`config.mk`:
```
export PLATFORM = sky130hd
export DESIGN_NAME = tick_counter
export DESIGN_NICKNAME = d
export VERILOG_FILES = /design/src/rtl/tick_counter.sv
export SDC_FILE = /design/constraint.sdc
export NUM_CORES = 1
export LEC_CHECK = 0
export BUFFER_PORTS_ARGS = -buffer_cell sky130_fd_sc_hd__buf_2
export CORE_MARGIN = 3
export CORE_UTILIZATION = 50
export CTS_BUF_LIST = sky130_fd_sc_hd__clkbuf_4
export CTS_CLUSTER_DIAMETER = 80
export DETAILED_ROUTE_END_ITERATION = 6
export PLACE_DENSITY = 0.84
export SKIP_CTS_REPAIR_TIMING = 1
export SYNTH_ARGS = -nofsm -noshare
export SYNTH_HDL_FRONTEND = slang
export SYNTH_SLANG_ARGS = --single-unit
```
`constraint.sdc`:
```
create_clock -name clk -period 2.51 [get_ports clk]
set_input_delay 0.1255 -clock clk [delete_from_list [all_inputs] [get_ports clk]]
set_output_delay 0.1255 -clock clk [all_outputs]
set_load 0.01 [all_outputs]
```
`src/rtl/tick_counter.sv`:
```
// Prescaled up/down counter with wrap or saturate at a programmable limit.
// Prescaling is a clock enable on clk; tc flags a step taken at the limit.
module tick_counter #(
    parameter int WIDTH = 8,
    parameter int PS_W  = 25
) (
    input  logic             clk,
    input  logic             rst,
    input  logic             en,
    input  logic [PS_W-1:0]  ps_div,
    input  logic             up,
    input  logic             sat_mode,
    input  logic [WIDTH-1:0] max_val,
    input  logic             load,
    input  logic [WIDTH-1:0] load_val,
    output logic [WIDTH-1:0] count,
    output logic             tick,
    output logic             tc
);

    logic [PS_W-1:0]  r_ps_cnt;
    logic [WIDTH-1:0] r_count;
    logic             r_tc;
    logic             w_ps_hit;
    logic             w_tick;
    logic             w_limit;
    logic [WIDTH-1:0] w_next_count;

    // Limit is judged on the pre-step count against the live max_val/up.
    function automatic logic f_at_limit(
        input logic [WIDTH-1:0] cnt,
        input logic [WIDTH-1:0] mx,
        input logic             dir_up
    );
        if (dir_up) begin
            return (cnt >= mx);
        end
        return (cnt == '0);
    endfunction

    function automatic logic [WIDTH-1:0] f_step(
        input logic [WIDTH-1:0] cnt,
        input logic [WIDTH-1:0] mx,
        input logic             dir_up,
        input logic             sat
    );
        logic [WIDTH-1:0] nxt;
        nxt = cnt;
        if (dir_up) begin
            if (cnt < mx) begin
                nxt = cnt + WIDTH'(1);
            end else if (!sat) begin
                nxt = '0;
            end
        end else begin
            if (cnt != '0) begin
                nxt = cnt - WIDTH'(1);
            end else if (!sat) begin
                nxt = mx;
            end
        end
        return nxt;
    endfunction

    // >= rather than == so that lowering ps_div mid-count ticks on the next enabled cycle.
    assign w_ps_hit     = (r_ps_cnt >= ps_div);
    assign w_tick       = en & w_ps_hit & ~load & ~rst;
    assign w_limit      = f_at_limit(r_count, max_val, up);
    assign w_next_count = f_step(r_count, max_val, up, sat_mode);

    always_ff @(posedge clk) begin
        if (rst) begin
            r_count  <= '0;
            r_ps_cnt <= '0;
            r_tc     <= 1'b0;
        end else if (load) begin
            r_count  <= load_val;
            r_ps_cnt <= '0;
            r_tc     <= 1'b0;
        end else if (w_tick) begin
            r_count  <= w_next_count;
            r_ps_cnt <= '0;
            r_tc     <= w_limit;
        end else begin
            r_tc <= 1'b0;
            if (en) begin
                r_ps_cnt <= r_ps_cnt + PS_W'(1);
            end
        end
    end

    assign count = r_count;
    assign tick  = w_tick;
    assign tc    = r_tc;

endmodule

```
==> results of run 1 <==
## power breakdown
group / internal [uW] / switching (uW)
clock: 209 / 207
combinational: 170 / 209
sequential: 551 / 11.0
total: 930 / 426
## routing by layer
layer | routed length (microns) | up-vias | track usage (%)
met3 | 402 | 16 | 4.496
met2 | 3878 | 96 | 41.52
li1 | - | 1442 | -
met1 | 3084 | 1335 | 27.07
met4 | 170 | 0 | 8.970
met5 | 0 | - | 0
## stage by stage
stage / power [uW] / cells / instance area [sq um]
6_report: 1356 / 509 / 3493
2_1_floorplan: 807.3 / 368 / 2894
5_1_grt: 1431 / 509 / 3493
3_5_place_dp: 941.0 / 498 / 3314
3_3_place_gp: 932.2 / 498 / 3314
4_1_cts: 1355 / 506 / 3397
## final cells by class
type	count	area, sq um	area share [%]
multi-input cells	277	2032	58.17
flip-flops and latches	34	686.9	19.66
repair buffers	77	447.9	12.82
inverters	41	153.9	4.405
well taps	72	90.09	2.579
clock inverters	3	45.04	1.289
clock buffers	5	37.54	1.074
## cells by family after synthesis
| kind of cell | Yosys count | synth area share, % |
|---|---|---|
| DFF | 34 | 23.52 |
| xor gates and xnor gates | 30 | 9.079 |
| AOI/OAI and AO/OA | 63 | 14.18 |
| adders and majority gates | 37 | 16.00 |
| muxes | 11 | 3.848 |
| and+or+nand+nor | 136 | 25.12 |
| buffers and inverters | 57 | 8.257 |
## registers in the layout (all words and copies together) (netlist names)
name / cells
count: 8
tc: 1
r_ps_cnt: 25
## synthesized netlist by cell type, types with 13 or more instances
master	number	share of area [%]
nand4_1	13	2.8
xnor2_1	16	4.8
nand2_1	33	4.3
nor2_1	15	1.9
o21ai_0	18	3.1
inv_1	39	5.1
xor2_1	14	4.2
nor3_1	29	5.0
ha_1	37	16
dfxtp_1	34	24
a21oi_1	15	2.6
nand3_1	13	2.2
## worst reg2reg max path, delay by kind of cell, from the launching register on
family                     cells  cell delay, ns
AOI/OAI and AO/OA              3            0.91
and+or+nand+nor                2            0.45
DFF                            1            0.38
adders and majority gates      1            0.26
muxes                          1            0.16
buffers and inverters          1            0.15
## worst paths after layout
| path | start | end | slack (ns) | cells past startpoint |
|---|---|---|---|---|
| worst max-delay path | r_ps_cnt[11]$_SDFFE_PP0P_ | tick | -0.08 | 8 |
| worst min-delay path | load_val[5] | count[5]$_SDFFE_PP0P_ | 0.10 | 3 |
| worst max register to register | r_ps_cnt[11]$_SDFFE_PP0P_ | count[4]$_SDFFE_PP0P_ | 0.10 | 8 |
| worst min register to register | r_ps_cnt[9]$_SDFFE_PP0P_ | r_ps_cnt[9]$_SDFFE_PP0P_ | 0.56 | 2 |
==> out/results.md, run 1 <==
• 0.07052 ns — worst setup slack before clock tree synthesis
• 54 — post-synth cell types
• buf_2, inv_1, ha_1 — most frequent cells in the layout
• 0 — number of max-slew violations in the final report
• 0 — total global routing overflow
• clkbuf_4 — root cell of the clock tree
• 23.52% — sequential fraction of the synthesis area
• in2reg — type of the worst min-delay path
• 52.24% — starting density of the core
• ha_4 -> nand4_1 -> nor4b_4 -> o211ai_1 -> a2111o_1 -> a21boi_2 -> and3_4 -> buf_6 — list of cells traversed by the critical path
• 487 — filler instances
• 0.35 ns — worst skew pair latency
• 5 — DRT Pass-1 Iters
• 6737 sq um — area of the die
• 82.08 microns — Die H
• finished with violations — status
• 204 — 1st-iter DRT viols
• 5540 sq um — Core ar.
• -0.07557 ns — total negative slack for setup checks
• setup timing — violations in the final reports
• 2889 — vias after detailed routing
• 0 — yosys synthesis warning count
• 0.9393 — Final GP Congestion
• buf_2 — leading cell type in the layout, fill and taps excluded
• 56 — count of buffers from port buffering
• compound AO/OA/AOI/OAI gates — cell class contributing the biggest share of worst-path delay
• 7.535 mm — Post-Route WL
• 26 — pin count of the biggest net entering global routing
• 0 — initial antenna violation count
• 0.3341 mV — worst vdd ir
• 20.71% — layout overhead on the synthesized area
• 2.586 ns — time the worst path needs with I/O delays and setup
• 14.80 microns — Wirelength per Cell
• 4 — CP Max Fanout
• register — critical path startpoint category
• 452 — syn_nets
• 386.8 MHz — maximum clock frequency
• 2730 — number of global-route vias before repair
• 2 — Clock Tree Buf Depth
• -0.07557 ns — min setup slack post-route
• 34 — number of register bits inferred by synthesis
• 34 — Sink Count
• 388.2 nW/um^2 — PwrDens
• 24.03% — ratio of cells with drive above 1 in the final layout
• 0.5587 ns — Tightest Pin Transition
• 2.38 ns — data required time of the worst path
• 0.12 ns — clock-pin slew of the registers on the worst-case setup and hold paths
• 0.001595 uW — leak pwr
• 0 — residual antenna-violating net count after detailed routing
• 27 — std cell rows
• 103.0% — part of the cycle the worst path needs
• 2894 sq um — synthesized cell area
• 12.22 mm — first-pass GRT wire length
• output port — Critical Path End Type
• a2111o_1 — cell with the largest stage delay on the worst path
• 63.05% — fin util
• 2.46 ns — signal arrival time at the worst endpoint
• yes — setup repair after global routing missed its margin
• 62.41% — worst rel slew slack
• 5 — clock buffer count from CTS
• 2 — depth of the CTS H-tree
• 0 — DRC violation count after routing
• reg2out — critical path type
• 57 — IO Pins
• 82.08 microns — Horiz. Die Dim
• 520 — final net count
• 0.1029 ns — worst hold-check slack
• 23.22% — GRT Total Usage
• 5.676 — DR vias/cell
• 1 — endpoints failing setup
• 0.42 ns — delay of the slowest cell on the worst path
• 1 — Crit path buffers/inverters
• 0 — count of final hold-check violations
• 0.01285 ns — clock skew after layout
• 0% — fraction of registers with async set/reset
• 0 — antenna diode instance count
• 7.864 sq um — post-synthesis average cell area
• dfxtp_1 — main flop type after synthesis
• 368 — cell count after synthesis
• 0 — number of enable-type register cells in the synthesized netlist
• 5.767 mm — DP HPWL
• 0 — total of max-cap violations
• built — CTS tree
Power figures use the tool's default switching activity.
==> inputs of run 2 (changes only) <==
--- a/config.mk
+++ b/config.mk
@@ -8,9 +8,9 @@
 export BUFFER_PORTS_ARGS = -buffer_cell sky130_fd_sc_hd__buf_2
 export CORE_MARGIN = 3
-export CORE_UTILIZATION = 50
+export CORE_UTILIZATION = 45
 export CTS_BUF_LIST = sky130_fd_sc_hd__clkbuf_4
 export CTS_CLUSTER_DIAMETER = 80
 export DETAILED_ROUTE_END_ITERATION = 6
-export PLACE_DENSITY = 0.84
+export PLACE_DENSITY = 0.78
 export SKIP_CTS_REPAIR_TIMING = 1
 export SYNTH_ARGS = -nofsm -noshare
==> constraint.sdc (replaced) <==
create_clock -name clk -period 2.51 [get_ports clk]
set_input_delay 0.1255 -clock clk [delete_from_list [all_inputs] [get_ports clk]]
set_output_delay 0.1255 -clock clk [all_outputs]
set_load 0.1 [all_outputs]
==> run 2 against run 1 <==
Effect of this change: the flow still finishes with violations (setup timing); worst hold slack better by 0.034 ns; sequential share of layout area is 0.55 points higher; wire length is 6.5% lower; critical path type unchanged; combinational power is 8.7% higher; fmax is 2.7% lower; utilization is 5.1 points lower; global-route usage is 4.1 points lower.
==> out/results.md, run 2 (synthesized netlist as in run 1, its figures left out) <==
• 3 — CP Max Fanout
• 0.10 ns — clock-pin slew of the registers on the worst-case setup and hold paths
• 86.20 microns — Horiz. Die Dim
• 0.2025 mV — worst vdd ir
• r_ps_cnt[11]$_SDFFE_PP0P_ — Critical path origin
• 11.52 mm — first-pass GRT wire length
• 0.34 ns — worst skew pair latency
• 95 — 1st-iter DRT viols
• 47.75% — starting density of the core
• 4 — DRT Pass-1 Iters
• 0 — antenna diode instance count
• 28 — std cell rows
• 0 — residual antenna-violating net count after detailed routing
• 3338 sq um — post-placement cell area
• register — critical path startpoint category
• 2.870 mm — routed metal-1 wire length
• 0 — DRC violation count after routing
• 0.9202 — Final GP Congestion
• 64.80% — worst rel slew slack
• 5.569 — DR vias/cell
• 2.53 ns — signal arrival time at the worst endpoint
• 0.13 ns — Worst R2R Setup Slack
• 34 — Sink Count
• ha_4 -> nand4_1 -> nor4b_4 -> o211ai_1 -> a2111o_1 -> a21boi_2 -> and3_4 -> buf_12 — list of cells traversed by the critical path
• 13.79 microns — Wirelength per Cell
• 402 microns — wire length on met3
• clkbuf_4 — root cell of the clock tree
• built — CTS tree
• tick — termination of the worst setup path
• met4 — Top Layer Used
• 0.007850 ns — worst setup slack before clock tree synthesis
• r_ps_cnt — largest register by flop count
• in2reg — type of the worst min-delay path
• 3510 sq um — post-route design area
• 19 — pin count of the biggest net entering global routing
• 57 — IO Pins
• a2111o_1 — cell with the largest stage delay on the worst path
• output port — Critical Path End Type
• 8 — Crit. path cell count
• 0 — count of final hold-check violations
• 0 — number of max-slew violations in the final report
• 2656 — number of global-route vias before repair
• 2.656 ns — time the worst path needs with I/O delays and setup
• 3.669 mm — detailed route wirelength on metal2
• 0.001594 uW — leak pwr
• 5.462 mm — DP HPWL
• buf_2, inv_1, nand2_1 — most frequent cells in the layout
• 0 — total of max-cap violations
• 8 — worst reg2reg path depth
• r_ps_cnt[11]$_SDFFE_PP0P_ — startpoint of the most critical register-to-register path
• 7430 sq um — area of the die
• count[4]$_SDFFE_PP0P_ — critical register-to-register path endpoint
• 6061 sq um — Core ar.
• 0 — initial antenna violation count
• 2.38 ns — data required time of the worst path
• 1 — endpoints failing setup
• 26.61% — ratio of cells with drive above 1 in the final layout
• 2846 — vias after detailed routing
• -0.1461 ns — min setup slack post-route
• 368.6 nW/um^2 — PwrDens
• 0.009344 ns — clock skew after layout
• 0.5267 ns — Tightest Pin Transition
• 19.12% — GRT Total Usage
• 376.5 MHz — maximum clock frequency
• 105.8% — part of the cycle the worst path needs
• 2 — depth of the CTS H-tree
• 86.20 microns — Die H
• 21.27% — layout overhead on the synthesized area
• finished with violations — status
• 56 — count of buffers from port buffering
• 0 — total global routing overflow
• compound AO/OA/AOI/OAI gates — cell class contributing the biggest share of worst-path delay
• 519 — final net count
• 0.42 ns — delay of the slowest cell on the worst path
• reg2out — critical path type
• setup timing — violations in the final reports
• 1 — Crit path buffers/inverters
• yes — setup repair after global routing missed its margin
• 5 — clock buffer count from CTS
• 2 — Clock Tree Buf Depth
• 57.91% — fin util
• 1294 uW — Pwr Total
• buf_2 — leading cell type in the layout, fill and taps excluded
• 25 — max FFs per register
• 7.048 mm — Post-Route WL
[run 2: cell types whose count changed in the layout (fill, tap and decap cells not counted), moves of 2 or more]
cell / before / now
ha_1: 34 / 32
dfxtp_4: 1 / 5
dfxtp_1: 31 / 21
buf_6: 2 / 0
clkinvlp_4: 2 / 0
dfxtp_2: 2 / 8
[run 2: worst min-delay path by stage]
stage | slack, ns | depth (start not counted) | endpoint | startpoint
2_1_floorplan | 0.33 | 2 | count[7]$_SDFFE_PP0P_ | load
3_3_place_gp | 0.47 | 3 | count[1]$_SDFFE_PP0P_ | load_val[1]
3_5_place_dp | 0.49 | 3 | count[1]$_SDFFE_PP0P_ | load_val[1]
4_1_cts | 0.12 | 3 | count[1]$_SDFFE_PP0P_ | load_val[1]
5_1_grt | 0.16 | 3 | count[1]$_SDFFE_PP0P_ | load_val[1]
6_report | 0.14 | 3 | count[1]$_SDFFE_PP0P_ | load_val[1]
[run 2: layout make-up]
| type | instances | area, sq um |
|---|---|---|
| Clock buffer | 6 | 45.04 |
| Clock inverter | 2 | 8.758 |
| Fill cell | 568 | 2551 |
| Inverter | 41 | 153.9 |
| Multi-Input combinational cell | 277 | 2053 |
| Sequential cell | 34 | 709.4 |
| Tap cell | 75 | 93.84 |
| Timing Repair Buffer | 76 | 445.4 |
[run 2: power by group]
group | internal, uW | leakage (uW) | switching (uW)
registers | 553 | 0.000282 | 36.7
clock network | 116 | 0.0000331 | 176
logic | 156 | 0.00128 | 256
[run 2: worst reg2reg max path, cell delays in order, from the launching register on]
cell and delay (ns):
dfxtp_2 0.35, ha_4 0.26, nand4_1 0.14, nor4b_4 0.30, o211ai_1 0.13, a2111o_1 0.42
buf_4 0.15, o211a_2 0.35, mux2i_1 0.15
[run 2: per-stage QoR]
stage                     hold WS, ns  cells  TNS, ns
after global placement         0.4736    498        0
after floorplan                0.3272    368        0
after detailed placement       0.4868    498        0
after CTS                      0.1239    506  -0.4091
final                          0.1370    511  -0.1461
after global routing           0.1614    511  -0.2440
[run 2: metal layers]
layer  vias up  GRT usage (%)
li1       1440              -
met1      1305          23.05
met2        88          34.62
met3        13          3.802
met4         0          4.958
met5         -              0
==> inputs of run 3 (changes only) <==
CELL_PAD_IN_SITES_DETAIL_PLACEMENT = 1   (was unset)
CELL_PAD_IN_SITES_GLOBAL_PLACEMENT = 1   (was unset)
CORE_UTILIZATION = 42   (was 45)
PLACE_DENSITY = 0.94   (was 0.78)
==> run 3 against run 2 <==
Effect of this change: the run still ends with setup timing left; sequential share of layout area barely moved; worst setup slack got worse by 0.047 ns; utilization fell by 4.1 points; clock power fell by 2%; clock skew rose by 0.0042 ns; largest cell class unchanged; highest routed layer unchanged.
==> out/results.md, run 3 (synthesized netlist as in run 1, its figures left out) <==
• finished with violations — status
• setup timing — violations in the final reports
• 7.210 mm — DP HPWL
• 25 — max FFs per register
• 29 — std cell rows
• 82 — 1st-iter DRT viols
• 0 — total global routing overflow
• buf_2, inv_1, ha_1 — most frequent cells in the layout
• compound AO/OA/AOI/OAI gates — cell class contributing the biggest share of worst-path delay
• 3 — number of cells on the worst hold path
• 89.01 microns — Horiz. Die Dim
• 0.001596 uW — leak pwr
• clkbuf_4 — root cell of the clock tree
• 5 — clock buffer count from CTS
• 0 — residual antenna-violating net count after detailed routing
• 2.38 ns — data required time of the worst path
• 296 microns — wire length on met3
• 65.39% — worst rel slew slack
• 23.45% — GRT Total Usage
• 23 — pin count of the biggest net entering global routing
• 0.43 ns — delay of the slowest cell on the worst path
• 7923 sq um — area of the die
• 107.7% — part of the cycle the worst path needs
• 0.01352 ns — clock skew after layout
• 2 — Clock Tree Buf Depth
• 0 — initial antenna violation count
• 0.12 ns — Worst R2R Setup Slack
• 25.57% — ratio of cells with drive above 1 in the final layout
• buf_2 — leading cell type in the layout, fill and taps excluded
• load_val[1] — Worst Min Path Start
• 3497 sq um — post-route design area
• 2 — depth of the CTS H-tree
• 0.1828 mV — worst vdd ir
• count[1]$_SDFFE_PP0P_ — WHS Endpoint
• 373.7 nW/um^2 — PwrDens
• 57 — IO Pins
• 0.5159 ns — Tightest Pin Transition
• 1 — endpoints failing setup
• 21.9% — clock share of power
• 20.84% — layout overhead on the synthesized area
• r_ps_cnt — largest register by flop count
• 0 — DRC violation count after routing
• 37.76% — switching share of power
• 34 — Sink Count
• reg2out — critical path type
• 0 — total of max-cap violations
• 44.56% — starting density of the core
• 493.4 uW — net switching power
• in2reg — type of the worst min-delay path
• 708.2 sq um — area taken by flip-flops and latches
• 813.3 uW — internal power
• 14.57 mm — first-pass GRT wire length
• 0.1271 ns — worst hold-check slack
• 17.39 microns — Wirelength per Cell
• 3 — CP Max Fanout
• 5.761 — DR vias/cell
• 1307 uW — Pwr Total
• 521 — final net count
• 89.01 microns — Die H
• 44.4% — Sequential Power Share
• 6495 sq um — Core ar.
• 8 — Crit. path cell count
• 0 — antenna diode instance count
• 830 — filler instances
• register — critical path startpoint category
• 8 — worst reg2reg path depth
• 369.9 MHz — maximum clock frequency
• 56 — count of buffers from port buffering
• 1 — Crit path buffers/inverters
• count[5]$_SDFFE_PP0P_ — critical register-to-register path endpoint
• -0.1936 ns — min setup slack post-route
• 2029 sq um — area of the multi-input gates
• 2.58 ns — signal arrival time at the worst endpoint
• 2967 — vias after detailed routing
• built — CTS tree
• yes — setup repair after global routing missed its margin
• a2111o_1 — cell with the largest stage delay on the worst path
• 0.11 ns — clock-pin slew of the registers on the worst-case setup and hold paths
• 505 — placed insts
• 3378 sq um — post-placement cell area
• 0.35 ns — worst skew pair latency
• 2.704 ns — time the worst path needs with I/O delays and setup
• 0 — number of max-slew violations in the final report
• 0 — count of final hold-check violations
• 4 — DRT Pass-1 Iters
• 3.676 mm — routed metal-1 wire length
• 8.957 mm — Post-Route WL
• ha_4 -> nand4_1 -> nor4b_4 -> o211ai_1 -> a2111o_1 -> a21boi_2 -> and3_4 -> buf_12 — list of cells traversed by the critical path
• met4 — Top Layer Used
• 515 — count of non-filler cells in the finished layout
• -0.1936 ns — total negative slack for setup checks
• 0.8703 — Final GP Congestion
• output port — Critical Path End Type
• 3136 — number of global-route vias before repair
• 33.7% — combinational power share
• r_ps_cnt[12]$_SDFFE_PP0P_ — startpoint of the most critical register-to-register path
• 4.722 mm — detailed route wirelength on metal2
run 3: final cells by class:
class | instances | share of cell area [%]
multi-input cells | 277 | 58.03
flip-flops and latches | 34 | 20.25
repair buffers | 78 | 13.17
inverters | 41 | 4.401
well taps | 77 | 2.755
clock buffers | 5 | 1.073
clock inverters | 3 | 0.3220
run 3: worst max path at each step:
stage / from / endpoint / slack, ns
4_1_cts: r_ps_cnt[16]$_SDFFE_PP0P_ / tick / -0.29
2_1_floorplan: count[0]$_SDFFE_PP0P_ / count[2]$_SDFFE_PP0P_ / 0.02
3_3_place_gp: r_ps_cnt[16]$_SDFFE_PP0P_ / count[4]$_SDFFE_PP0P_ / 0.14
5_1_grt: r_ps_cnt[12]$_SDFFE_PP0P_ / tick / -0.31
3_5_place_dp: r_ps_cnt[16]$_SDFFE_PP0P_ / count[3]$_SDFFE_PP0P_ / 0.04
6_report: r_ps_cnt[12]$_SDFFE_PP0P_ / tick / -0.19
run 3: through the flow:
stage	setup slack, ns	util (%)
after floorplan	0.01974	-
after global placement	0.1390	52.01
after detailed placement	0.03721	52.01
after CTS	-0.2941	52.76
after global routing	-0.3080	53.84
final	-0.1936	53.84
run 3: metal layers:
| metal | track usage [%] | vias up |
|---|---|---|
| li1 | - | 1440 |
| met1 | 26.21 | 1431 |
| met2 | 44.20 | 74 |
| met3 | 4.147 | 22 |
| met4 | 8.390 | 0 |
| met5 | 0 | - |
run 3: worst min-delay path, cell delays in order:
cell      delay [ns]
buf_2           0.08
o221ai_1        0.10
mux2i_1         0.12
run 3: power by group through the flow:
stage	clock, uW	sequential [uW]	combinational, uW
2_1_floorplan	0	665	221
3_3_place_gp	0	591	411
3_5_place_dp	0	592	434
4_1_cts	291	580	436
5_1_grt	324	584	482
6_report	287	580	440
